<file path="src/rtl/alu_arb_pkg.sv">
// Shared definitions for the ALU request arbiter: op codes, FSM states and
// the default requester count.
package alu_arb_pkg;

    localparam int unsigned NREQ_DEFAULT = 4;

    localparam logic [2:0] OP_0    = 3'd0;
    localparam logic [2:0] OP_1    = 3'd1;
    localparam logic [2:0] OP_2    = 3'd2;
    localparam logic [2:0] OP_3    = 3'd3;
    localparam logic [2:0] OP_4    = 3'd4;
    localparam logic [2:0] OP_5    = 3'd5;
    localparam logic [2:0] OP_LAST = OP_5;

    typedef enum logic [1:0] {
        ST_IDLE = 2'd0,
        ST_EXEC = 2'd1,
        ST_RESP = 2'd2
    } state_t;

    // Codes above OP_LAST select the mux default (zero) and are reported as errors.
    function automatic logic op_is_illegal(input logic [2:0] op);
        return (op > OP_LAST);
    endfunction

endpackage

</file>
<file path="src/rtl/rr_arbiter.sv">
// Combinational round-robin arbiter: first requester at or above ptr wins,
// wrapping from NREQ-1 back to 0.
module rr_arbiter
    import alu_arb_pkg::*;
#(
    parameter int unsigned NREQ = NREQ_DEFAULT,
    parameter int unsigned IW   = (NREQ > 1) ? $clog2(NREQ) : 1
) (
    input  logic [NREQ-1:0] req,
    input  logic [IW-1:0]   ptr,
    output logic [NREQ-1:0] gnt,
    output logic [IW-1:0]   gnt_idx,
    output logic            gnt_valid
);

    // Scan NREQ candidates starting at ptr; the first asserted one is granted.
    always_comb begin
        int unsigned cand;
        logic [IW-1:0] cand_idx;
        gnt       = '0;
        gnt_idx   = '0;
        gnt_valid = 1'b0;
        cand      = 0;
        cand_idx  = '0;
        for (int unsigned off = 0; off < NREQ; off++) begin
            cand     = (32'(ptr) + off) % NREQ;
            cand_idx = IW'(cand);
            if (!gnt_valid && req[cand_idx]) begin
                gnt_valid     = 1'b1;
                gnt[cand_idx] = 1'b1;
                gnt_idx       = cand_idx;
            end
        end
    end

endmodule

</file>
<file path="src/rtl/alu_req_arbiter.sv">
// Shares one ALU and its result-select mux between NREQ requesters: accepts a
// single op via valid/ready, drives it to the ALU for one cycle, captures the
// result and returns it to the winner through a valid/ready response.
module alu_req_arbiter
    import alu_arb_pkg::*;
#(
    parameter int unsigned NREQ  = NREQ_DEFAULT,
    parameter int unsigned WIDTH = 16
) (
    input  logic                  clk,
    input  logic                  rst_n,
    input  logic [NREQ-1:0]       req_valid,
    output logic [NREQ-1:0]       req_ready,
    input  logic [3*NREQ-1:0]     req_op,
    input  logic [WIDTH*NREQ-1:0] req_a,
    input  logic [WIDTH*NREQ-1:0] req_b,
    output logic [WIDTH-1:0]      alu_a,
    output logic [WIDTH-1:0]      alu_b,
    output logic [2:0]            alu_sel,
    input  logic [WIDTH-1:0]      alu_result,
    output logic [NREQ-1:0]       resp_valid,
    input  logic [NREQ-1:0]       resp_ready,
    output logic [WIDTH-1:0]      resp_data,
    output logic                  resp_err
);

    localparam int unsigned IW = (NREQ > 1) ? $clog2(NREQ) : 1;

    state_t            state_q, state_d;
    logic [IW-1:0]     ptr_q, ptr_d;
    logic [IW-1:0]     gnt_idx_q, gnt_idx_d;
    logic [2:0]        alu_sel_q, alu_sel_d;
    logic [WIDTH-1:0]  alu_a_q, alu_a_d;
    logic [WIDTH-1:0]  alu_b_q, alu_b_d;
    logic [WIDTH-1:0]  resp_data_q, resp_data_d;
    logic              resp_err_q, resp_err_d;
    logic [NREQ-1:0]   resp_valid_q, resp_valid_d;

    logic [NREQ-1:0]   arb_gnt;
    logic [IW-1:0]     arb_idx;
    logic              arb_valid;
    logic              accept;
    logic              resp_hs;
    int unsigned       op_base;
    int unsigned       dat_base;

    rr_arbiter #(
        .NREQ (NREQ),
        .IW   (IW)
    ) u_rr_arbiter (
        .req       (req_valid),
        .ptr       (ptr_q),
        .gnt       (arb_gnt),
        .gnt_idx   (arb_idx),
        .gnt_valid (arb_valid)
    );

    // Ready is offered only in IDLE and is suppressed outright during reset.
    always_comb begin
        req_ready = '0;
        if (rst_n && (state_q == ST_IDLE)) begin
            req_ready = arb_gnt;
        end
    end

    // Handshake qualifiers and slice offsets for the winning requester.
    always_comb begin
        accept   = (state_q == ST_IDLE) && arb_valid;
        resp_hs  = (state_q == ST_RESP) && resp_ready[gnt_idx_q];
        op_base  = 32'(arb_idx) * 3;
        dat_base = 32'(arb_idx) * WIDTH;
    end

    // Next-state and next-output computation for the IDLE/EXEC/RESP sequence.
    always_comb begin
        state_d      = state_q;
        ptr_d        = ptr_q;
        gnt_idx_d    = gnt_idx_q;
        alu_sel_d    = alu_sel_q;
        alu_a_d      = alu_a_q;
        alu_b_d      = alu_b_q;
        resp_data_d  = resp_data_q;
        resp_err_d   = resp_err_q;
        resp_valid_d = resp_valid_q;
        unique case (state_q)
            ST_IDLE: begin
                if (accept) begin
                    alu_sel_d = req_op[op_base +: 3];
                    alu_a_d   = req_a[dat_base +: WIDTH];
                    alu_b_d   = req_b[dat_base +: WIDTH];
                    gnt_idx_d = arb_idx;
                    state_d   = ST_EXEC;
                end
            end
            ST_EXEC: begin
                resp_err_d               = op_is_illegal(alu_sel_q);
                resp_data_d              = op_is_illegal(alu_sel_q) ? '0 : alu_result;
                resp_valid_d             = '0;
                resp_valid_d[gnt_idx_q]  = 1'b1;
                state_d                  = ST_RESP;
            end
            ST_RESP: begin
                if (resp_hs) begin
                    resp_valid_d = '0;
                    ptr_d        = (gnt_idx_q == IW'(NREQ - 1)) ? '0 : gnt_idx_q + IW'(1);
                    state_d      = ST_IDLE;
                end
            end
            default: begin
                resp_valid_d = '0;
                state_d      = ST_IDLE;
            end
        endcase
    end

    // State and registered outputs; reset discards any in-flight operation.
    always_ff @(posedge clk or negedge rst_n) begin
        if (!rst_n) begin
            state_q      <= ST_IDLE;
            ptr_q        <= '0;
            gnt_idx_q    <= '0;
            alu_sel_q    <= '0;
            alu_a_q      <= '0;
            alu_b_q      <= '0;
            resp_data_q  <= '0;
            resp_err_q   <= 1'b0;
            resp_valid_q <= '0;
        end else begin
            state_q      <= state_d;
            ptr_q        <= ptr_d;
            gnt_idx_q    <= gnt_idx_d;
            alu_sel_q    <= alu_sel_d;
            alu_a_q      <= alu_a_d;
            alu_b_q      <= alu_b_d;
            resp_data_q  <= resp_data_d;
            resp_err_q   <= resp_err_d;
            resp_valid_q <= resp_valid_d;
        end
    end

    assign alu_sel    = alu_sel_q;
    assign alu_a      = alu_a_q;
    assign alu_b      = alu_b_q;
    assign resp_data  = resp_data_q;
    assign resp_err   = resp_err_q;
    assign resp_valid = resp_valid_q;

endmodule

</file>
<file path="config.mk">
export PLATFORM = sky130hd
export DESIGN_NAME = alu_req_arbiter
export DESIGN_NICKNAME = d
export VERILOG_FILES = /design/src/rtl/alu_arb_pkg.sv /design/src/rtl/rr_arbiter.sv /design/src/rtl/alu_req_arbiter.sv
export SDC_FILE = /design/constraint.sdc
export NUM_CORES = 1
export LEC_CHECK = 0
export CORE_MARGIN = 3
export CORE_UTILIZATION = 50
export CTS_CLUSTER_DIAMETER = 100
export DETAILED_ROUTE_END_ITERATION = 8
export DONT_BUFFER_PORTS = 1
export RECOVER_POWER = 100
export REMOVE_ABC_BUFFERS = 1
export SLEW_MARGIN = 20
export SYNTH_ARGS = -nofsm -noshare
export SYNTH_HDL_FRONTEND = slang
export SYNTH_SLANG_ARGS = --single-unit
</file>
<file path="constraint.sdc">
create_clock -name clk -period 6.97 [get_ports clk]
set_input_delay 1.0455 -clock clk [delete_from_list [all_inputs] [get_ports clk]]
set_output_delay 1.0455 -clock clk [all_outputs]
set_load 0.01 [all_outputs]
</file>
==> results of run 1 <==
## kinds of logic after synthesis
group           synth area share
mux                        0.127
simple gates               0.122
fa+ha+maj                 0.0329
flops                      0.370
buf+inv                   0.0556
compound gates             0.292
## final timing paths
path	slack (ps)	start	to
max	2010	ptr_q[0]$_DFFE_PN0P_	alu_a[14]$_DFFE_PN0P_
min	390	rst_n	alu_a[3]$_DFFE_PN0P_
max reg2reg	2010	ptr_q[0]$_DFFE_PN0P_	alu_a[14]$_DFFE_PN0P_
min reg2reg	570	alu_b[7]$_DFFE_PN0P_	alu_b[7]$_DFFE_PN0P_
max in group asynchronous	6460	rst_n	resp_valid[3]$_DFFE_PN0P_
min in group clk	570	alu_b[7]$_DFFE_PN0P_	alu_b[7]$_DFFE_PN0P_
## cells in the final DEF (no fill, tap or decap), types with 3 or more instances in the layout
cell | synthesis | routed
buf_4 | 2 | 5
o21ai_0 | 5 | 6
ha_1 | 11 | 11
mux4_2 | 3 | 3
nand2b_1 | 6 | 5
inv_6 | 0 | 3
nor2_1 | 19 | 18
dfrtp_1 | 62 | 62
a22oi_1 | 4 | 4
a311oi_1 | 15 | 15
mux2_2 | 4 | 4
nor2b_1 | 4 | 4
o221ai_2 | 10 | 10
inv_1 | 5 | 5
a21oi_1 | 6 | 5
o221ai_1 | 9 | 9
mux2i_1 | 42 | 42
a22o_1 | 20 | 20
clkbuf_8 | 0 | 9
a221o_1 | 16 | 16
a31oi_1 | 15 | 15
nand2_1 | 83 | 83
a221oi_1 | 4 | 4
o22ai_1 | 31 | 31
clkbuf_1 | 17 | 3
## state kept, by name, indices dropped and copies added, names as in the netlist
| register | count |
|---|---|
| ptr_q | 2 |
| alu_b | 16 |
| alu_a | 16 |
| gnt_idx_q | 2 |
| alu_sel | 3 |
| resp_data | 16 |
| resp_valid | 4 |
| resp_err | 1 |
| state_q | 2 |
## through the flow
| step | hold WS (ps) | power (mW) | instance area [um^2] | instances | setup slack [ps] |
|---|---|---|---|---|---|
| floorplan | 524 | 1.86 | 3980 | 394 | 1410 |
| global placement | 549 | 2.18 | 4180 | 504 | 2950 |
| detailed placement | 549 | 2.22 | 4180 | 504 | 2870 |
| CTS | 367 | 2.59 | 4400 | 520 | 2660 |
| global route | 359 | 2.75 | 4370 | 520 | 1670 |
| finish | 387 | 2.54 | 4370 | 520 | 2010 |
## where the power goes
group          switching, mW  total (mW)  internal [mW]  leakage, nW
Combinational          0.809        1.40          0.591        0.997
Clock                  0.164       0.371          0.206        0.115
Sequential             0.231       0.772          0.541        0.768
Total                   1.20        2.54           1.34         1.88
## final cells by class
cell class	instances	area (um^2)
tap	102	128
fill	711	3560
clock inverter	7	104
timing repair buffer	8	48.8
sequential	62	1550
multi-input combinational	327	2390
inverter	5	18.8
clock buffer	9	124
## routing by layer
layer	share of wire	vias up	GRT usage
met5	0	-	0
met4	0.014	0	0.0724
met3	0.079	12	0.0854
met2	0.51	155	0.399
met1	0.40	1689	0.318
li1	-	1639	-
==> flow_summary.json, run 1 <==
{
  "synth-seq-cells": 62,
  "hold_buffers": 0,
  "tightest_slew_ps": 2730,
  "ys_async_sr_fraction": 1.00,
  "overflow": 0,
  "wl_um": 12200,
  "worstPathRequired_ps": 7230,
  "path_depth": 9,
  "clock_sinks": 62,
  "max_slew_margin": -0.839,
  "arrival_ps": 5220,
  "utilization": 0.551,
  "cts-htree-levels": 3,
  "num_vias": 3495,
  "synth.top_cells.by_count": "nand2_1 (83), dfrtp_1 (62), mux2i_1 (42)",
  "crit_path_cell_trace": "buf_4, inv_1, ha_1, mux2i_1, or4_1, o41ai_1, nor2_1, nor4_1, a221o_1",
  "via_per_inst": 6.72,
  "synth_edf_count": 0,
  "first_iter_violations": 170,
  "ant_nets": 0,
  "fmax_mhz": 202,
  "clkTransAtPathRegs_ps": 80,
  "worst-path-buf-inv": 2,
  "postSynthAreaPerCell_um2": 9.65,
  "fin_tns_setup_ps": 0,
  "synth.yosys.seq_area_share": 0.370,
  "cts_resized": 0,
  "pin_count": 226,
  "powerDensity_mw_per_mm2": 583,
  "cts_tree": "built",
  "synth_cell_types": 42,
  "violations": "max-capacitance violations, max-slew violations",
  "gp_congestion": 0.792,
  "clock_skew_ps": 10.7,
  "cp_max_fo": 51,
  "synth_area_leader_cell": "dfrtp_1",
  "grt_pass1_wl_um": 19200,
  "grt_max_degree": 64,
  "drt-pass1-iter-count": 4,
  "die-area_mm2": 0.00951,
  "power_leakage_nw": 1.88,
  "coreArea_mm2": 0.00793,
  "ir_worst_vdd_mv": 0.228,
  "critical_path.top_delay_family": "simple AND/OR/NAND/NOR gates",
  "synthFlopType": "dfrtp_1",
  "max_cap_violations": 2,
  "yosysWarnings": 0,
  "grtUsageTotal": 0.248,
  "fp.dieH_um": 97.5,
  "postSynthCellCount": 434,
  "crit_slowest_cell": "nor4_1",
  "dpl.hpwl_um": 8560,
  "endpoint_kind": "flop",
  "hold_viol_final": 0,
  "clk_path_buf_depth": 2,
  "rows": 32,
  "rsz0062_at_grt": "no",
  "drive_gt1_frac": 0.105,
  "hold_class": "primary input to asynchronous set/reset pin",
  "clk_latency_ps": 350,
  "fin_crit_sh": 0.711,
  "slew_violations": 58,
  "cts_setup_buffers": 0,
  "grt_pass1_vias": 3497,
  "nets": 590,
  "setup_viol": 0,
  "dieWidth_um": 97.5,
  "synth_most_common_cell": "nand2_1",
  "synthDominantCellAreaShare": 0.370,
  "syn_area_mm2": 0.00419,
  "wl_per_cell_um": 23.4,
  "antenna_cells": 0,
  "antenna_found_initial": 0,
  "critical_path_class": "flop to flop",
  "syn_to_final_growth_pct": 4.21,
  "drc": 0,
  "run_status": "finished, violations left",
  "cts-buffers-inserted": 9,
  "io_buffers": 0,
  "yosys-top-cells-area": "dfrtp_1 (37%), mux2i_1 (10%), nand2_1 (7.4%), o22ai_1 (4.6%), a22o_1 (4.2%)",
  "reg2regPathDepth": 9,
  "max_stage_delay_ps": 2170,
  "layout_min_cycle_time_ps": 4960,
  "cts-root-buf": "clkbuf_8",
  "cp-start-kind": "flop",
  "start_util": 0.528
}
(Power assumes the default switching activity.)
==> inputs of run 2 (changes only) <==
--- a/config.mk
+++ b/config.mk
@@ -10,6 +10,7 @@
 export CTS_CLUSTER_DIAMETER = 100
 export DETAILED_ROUTE_END_ITERATION = 8
 export DONT_BUFFER_PORTS = 1
+export PLACE_DENSITY = 0.68
 export RECOVER_POWER = 100
 export REMOVE_ABC_BUFFERS = 1
 export SLEW_MARGIN = 20
==> constraint.sdc (replaced) <==
create_clock -name clk -period 4.02 [get_ports clk]
set_input_delay 0.603 -clock clk [delete_from_list [all_inputs] [get_ports clk]]
set_output_delay 0.603 -clock clk [all_outputs]
set_load 0.01 [all_outputs]
==> flow_summary.json, run 2 (same netlist as run 1, synthesis figures left out) <==
{
  "fin_tns_setup_ps": 0,
  "clock_sinks": 62,
  "cts-buffers-inserted": 9,
  "clock_skew_ps": 10.6,
  "grt_pass1_vias": 3728,
  "grt_max_degree": 63,
  "drive_gt1_frac": 0.0974,
  "cp-start-kind": "flop",
  "clkTransAtPathRegs_ps": 80,
  "grt_pass1_wl_um": 19000,
  "violations": "max-capacitance violations, max-slew violations",
  "clk_path_buf_depth": 2,
  "hold_class": "primary input to flop",
  "cp-startpoint": "ptr_q[1]$_DFFE_PN0P_",
  "rsz0062_at_grt": "no",
  "powerDensity_mw_per_mm2": 1010,
  "hold_path_startpoint": "alu_result[8]",
  "dieWidth_um": 97.5,
  "fmax_mhz": 283,
  "wl_per_cell_um": 22.6,
  "clk_latency_ps": 340,
  "tightest_slew_ps": 3270,
  "worstPathRequired_ps": 3420,
  "power_frac_seq": 0.304,
  "antenna_cells": 0,
  "cts_resized": 0,
  "endpoint_kind": "output port",
  "crit-reg2reg-launch": "ptr_q[1]$_DFFE_PN0P_",
  "mostFrequentLayoutCells": "nand2_1 (83), dfrtp_1 (62), mux2i_1 (42)",
  "first_iter_violations": 189,
  "ant_nets": 0,
  "switchingPower_mw": 2.08,
  "run_status": "finished, violations left",
  "layout_min_cycle_time_ps": 3540,
  "internal_power_mw": 2.31,
  "hold_viol_final": 0,
  "p_sw_frac": 0.473,
  "critical_path_class": "flop to output port",
  "holdPathEnd": "resp_data[8]$_DFFE_PN0P_",
  "layout_commonest_cell": "nand2_1",
  "gp_congestion": 0.821,
  "slew_violations": 63,
  "arrival_ps": 2930,
  "die-area_mm2": 0.00951,
  "power_leakage_nw": 1.90,
  "num_vias": 3629,
  "io_buffers": 0,
  "reg2regPathDepth": 9,
  "overflow": 0,
  "pin_count": 226,
  "rows": 32,
  "route.met2.wl_um": 6070,
  "drt-met1-wl_um": 4600,
  "fin_total_pwr_mw": 4.39,
  "fp.dieH_um": 97.5,
  "utilization": 0.549,
  "ir_worst_vdd_mv": 0.360,
  "drt-pass1-iter-count": 5,
  "worstReg2RegEnd": "alu_a[0]$_DFFE_PN0P_",
  "nets": 593,
  "cts-root-buf": "clkbuf_8",
  "regToRegSetupSlack_ps": 560,
  "cts_tree": "built",
  "start_util": 0.528,
  "max_slew_margin": -1.18,
  "cts-htree-levels": 3,
  "cp_max_fo": 10,
  "dr_wl_met3_um": 921,
  "grtUsageTotal": 0.243,
  "fin_crit_sh": 0.879,
  "via_per_inst": 6.94,
  "clkPwrFrac": 0.141,
  "comb_power_share": 0.554,
  "wl_um": 11800,
  "hold_depth": 1,
  "top_layer": "met4",
  "drc": 0,
  "dpl.hpwl_um": 8330,
  "setup_viol": 0,
  "coreArea_mm2": 0.00793,
  "max_cap_violations": 1,
  "syn_to_final_growth_pct": 3.88,
  "antenna_found_initial": 0
}
-- run 2: changes by cell type in the layout (fill, tap and decap cells not counted), moves of 2 or more --
cell	before	now
o221ai_1	9	18
o221ai_2	10	1
buf_4	5	8
clkinv_2	0	2
clkinv_4	2	0
-- run 2: layout make-up --
type,count,area [um^2]
clock inverters,7,95.1
flip-flops and latches,62,1550
well taps,102,128
inverters,5,18.8
repair buffers,11,72.6
fillers,719,3580
multi-input cells,327,2360
clock buffers,9,124
-- run 2: worst max-delay path, stage by stage (launching register included) --
cell	delay, ps
dfrtp_1	540
inv_1	170
ha_1	490
mux4_2	480
nor2b_1	370
a22oi_1	130
nor2_1	140
a221oi_1	70
nor2_1	210
-- run 2: routing by layer --
metal  vias up  GRT usage
li1       1643          -
met1      1796      0.298
met2       166      0.409
met3        24     0.0646
met4         0     0.0895
met5         -          0
-- run 2: timing repair --
action / CTS / global route
buffers inserted: 0 / 0
endpoints found under the hold margin: 62 / 0
hold buffers: 1 / 0
-- run 2: how the worst max path moves through the flow --
stage | end | slack (ps) | cells after the start
floorplan | alu_a[15]$_DFFE_PN0P_ | -1540 | 7
global route | ptr_q[0]$_DFFE_PN0P_ | 120 | 1
detailed placement | alu_b[1]$_DFFE_PN0P_ | 580 | 8
finish | req_ready[3] | 480 | 8
global placement | alu_sel[2]$_DFFE_PN0P_ | 750 | 8
CTS | req_ready[3] | 490 | 8
-- run 2: stage by stage --
step,hold WS (ps),cells,worst slack [ps],cell area [um^2]
floorplan,307,394,-1540,3980
global placement,310,506,745,4190
detailed placement,309,506,579,4200
CTS,131,523,486,4440
global route,384,523,124,4350
finish,395,523,485,4350
-- run 2: power by group through the flow --
stage	clock network [mW]	logic (mW)	registers, mW
floorplan	0	1.94	1.29
global placement	0	2.41	1.34
detailed placement	0	2.50	1.35
CTS	0.634	2.52	1.34
global route	0.658	2.71	1.37
finish	0.620	2.43	1.34
==> inputs of run 3 (changes only) <==
==> constraint.sdc (replaced) <==
create_clock -name clk -period 4.02 [get_ports clk]
set_input_delay 0.201 -clock clk [delete_from_list [all_inputs] [get_ports clk]]
set_output_delay 0.201 -clock clk [all_outputs]
set_load 0.01 [all_outputs]
==> flow_summary.json, run 3 (same netlist as run 1, synthesis figures left out) <==
{
  "slew_violations": 63,
  "hold_viol_final": 0,
  "clk_latency_ps": 360,
  "nets": 609,
  "cts-root-buf": "clkbuf_8",
  "crit_end": "alu_a[2]$_DFFE_PN0P_",
  "violations": "max-capacitance violations, max-slew violations",
  "mostFrequentLayoutCells": "nand2_1 (83), dfrtp_1 (62), mux2i_1 (42)",
  "regToRegSetupSlack_ps": 520,
  "finalWorstSetupSlack_ps": 521,
  "powerDensity_mw_per_mm2": 962,
  "place_worst_setup_slack_ps": 480,
  "grt_pass1_vias": 3670,
  "crit_path_cell_trace": "inv_1, ha_1, mux2i_1, or4_1, o41ai_1, nor2_1, or4_1, o221ai_1",
  "grtUsageTotal": 0.246,
  "crit_slowest_cell": "or4_1",
  "gp_congestion": 0.801,
  "io_buffers": 0,
  "clock_sinks": 62,
  "drive_gt1_frac": 0.0938,
  "antenna_cells": 0,
  "pin_count": 226,
  "hold_class": "primary input to flop",
  "setup_viol": 0,
  "worstReg2RegEnd": "alu_a[2]$_DFFE_PN0P_",
  "cts-buffers-inserted": 9,
  "switchingPower_mw": 2.07,
  "placed_area_mm2": 0.00419,
  "rows": 32,
  "ir_worst_vdd_mv": 0.339,
  "whs_ps": 79.7,
  "coreArea_mm2": 0.00793,
  "overflow": 0,
  "reg2regPathDepth": 8,
  "max_slew_margin": -0.938,
  "layout_commonest_cell": "nand2_1",
  "clkTransAtPathRegs_ps": 80,
  "wl_um": 11900,
  "clkPwrFrac": 0.130,
  "clk_path_buf_depth": 2,
  "dieWidth_um": 97.5,
  "wl_per_cell_um": 22.1,
  "utilization": 0.568,
  "max_cap_violations": 1,
  "grt_pass1_wl_um": 19100,
  "fmax_mhz": 286,
  "critical_path_class": "flop to flop",
  "internal_power_mw": 2.26,
  "ant_nets": 0,
  "worstPathRequired_ps": 4260,
  "start_util": 0.528,
  "num_vias": 3657,
  "layout_min_cycle_time_ps": 3500,
  "clock_skew_ps": 13.1,
  "cp-start-kind": "flop",
  "power_leakage_nw": 1.96,
  "power_frac_seq": 0.312,
  "via_per_inst": 6.78,
  "comb_power_share": 0.558,
  "dpl.hpwl_um": 8120,
  "cts-htree-levels": 3,
  "rsz0062_at_grt": "no",
  "cp_max_fo": 20,
  "first_iter_violations": 154,
  "grt_max_degree": 63,
  "tightest_slew_ps": 2910,
  "fin_crit_sh": 0.870,
  "cts_tree": "built",
  "endpoint_kind": "flop",
  "antenna_found_initial": 0,
  "stdcell_area_mm2": 0.00450,
  "cts_resized": 0,
  "drc": 0,
  "syn_to_final_growth_pct": 7.50,
  "drt-pass1-iter-count": 5,
  "max_stage_delay_ps": 900,
  "cp-startpoint": "ptr_q[0]$_DFFE_PN0P_",
  "p_sw_frac": 0.478,
  "crit-reg2reg-launch": "ptr_q[0]$_DFFE_PN0P_",
  "arrival_ps": 3740,
  "fp.dieH_um": 97.5,
  "cpMostUsedCell": "or4_1",
  "run_status": "finished, violations left",
  "hold_path_startpoint": "req_op[5]",
  "die-area_mm2": 0.00951
}
==> run 3: power groups by stage <==
stage | clock network [mW] | registers [mW] | logic (mW)
2_1_floorplan | 0 | 1.29 | 1.94
3_5_place_dp | 0 | 1.36 | 2.47
4_1_cts | 0.572 | 1.35 | 2.50
5_1_grt | 0.606 | 1.39 | 2.70
6_report | 0.564 | 1.35 | 2.42
3_3_place_gp | 0 | 1.36 | 2.38
==> run 3: per-layer routing <==
layer / vias to the layer above / share of wire / GRT usage
li1: 1682 / - / -
met1: 1748 / 0.38 / 0.307
met2: 200 / 0.51 / 0.399
met3: 27 / 0.093 / 0.0797
met4: 0 / 0.021 / 0.0916
met5: - / 0 / 0
==> run 3: cell type report <==
cell class	count	area [um^2]
inverter	5	18.8
tap	102	128
multi-input combinational	327	2360
sequential	62	1550
clock buffer	9	124
timing repair buffer	27	245
fill	681	3420
clock inverter	7	73.8
==> run 3: timing repair <==
action | in CTS | in global routing
hold buffers | 18 | 0
buffers inserted | 0 | 0
endpoints found under the hold margin | 78 | 0
==> run 3: stage by stage <==
| step | setup TNS, ps | std cells | power, mW |
|---|---|---|---|
| final | 0 | 539 | 4.33 |
| after CTS | 0 | 539 | 4.43 |
| after floorplan | -28270 | 394 | 3.23 |
| after global placement | 0 | 505 | 3.74 |
| after global routing | 0 | 539 | 4.70 |
| after detailed placement | 0 | 505 | 3.83 |
==> run 3: how the worst min path moves through the flow <==
| stage | end | slack [ps] | cells after the start |
|---|---|---|---|
| 4_1_cts | alu_a[12]$_DFFE_PN0P_ | 70 | 2 |
| 5_1_grt | alu_sel[2]$_DFFE_PN0P_ | 70 | 2 |
| 3_3_place_gp | alu_a[9]$_DFFE_PN0P_ | -90 | 0 |
| 6_report | alu_sel[2]$_DFFE_PN0P_ | 80 | 2 |
| 2_1_floorplan | alu_a[0]$_DFFE_PN0P_ | -90 | 0 |
| 3_5_place_dp | alu_a[9]$_DFFE_PN0P_ | -90 | 0 |
==> run 3: worst max-delay path, delay by kind of cell (launching register included) <==
family / cells / cell delay, ps
fa+ha+maj: 1 / 530
compound gates: 2 / 390
simple gates: 3 / 1500
mux: 1 / 150
buf+inv: 1 / 230
flops: 1 / 590
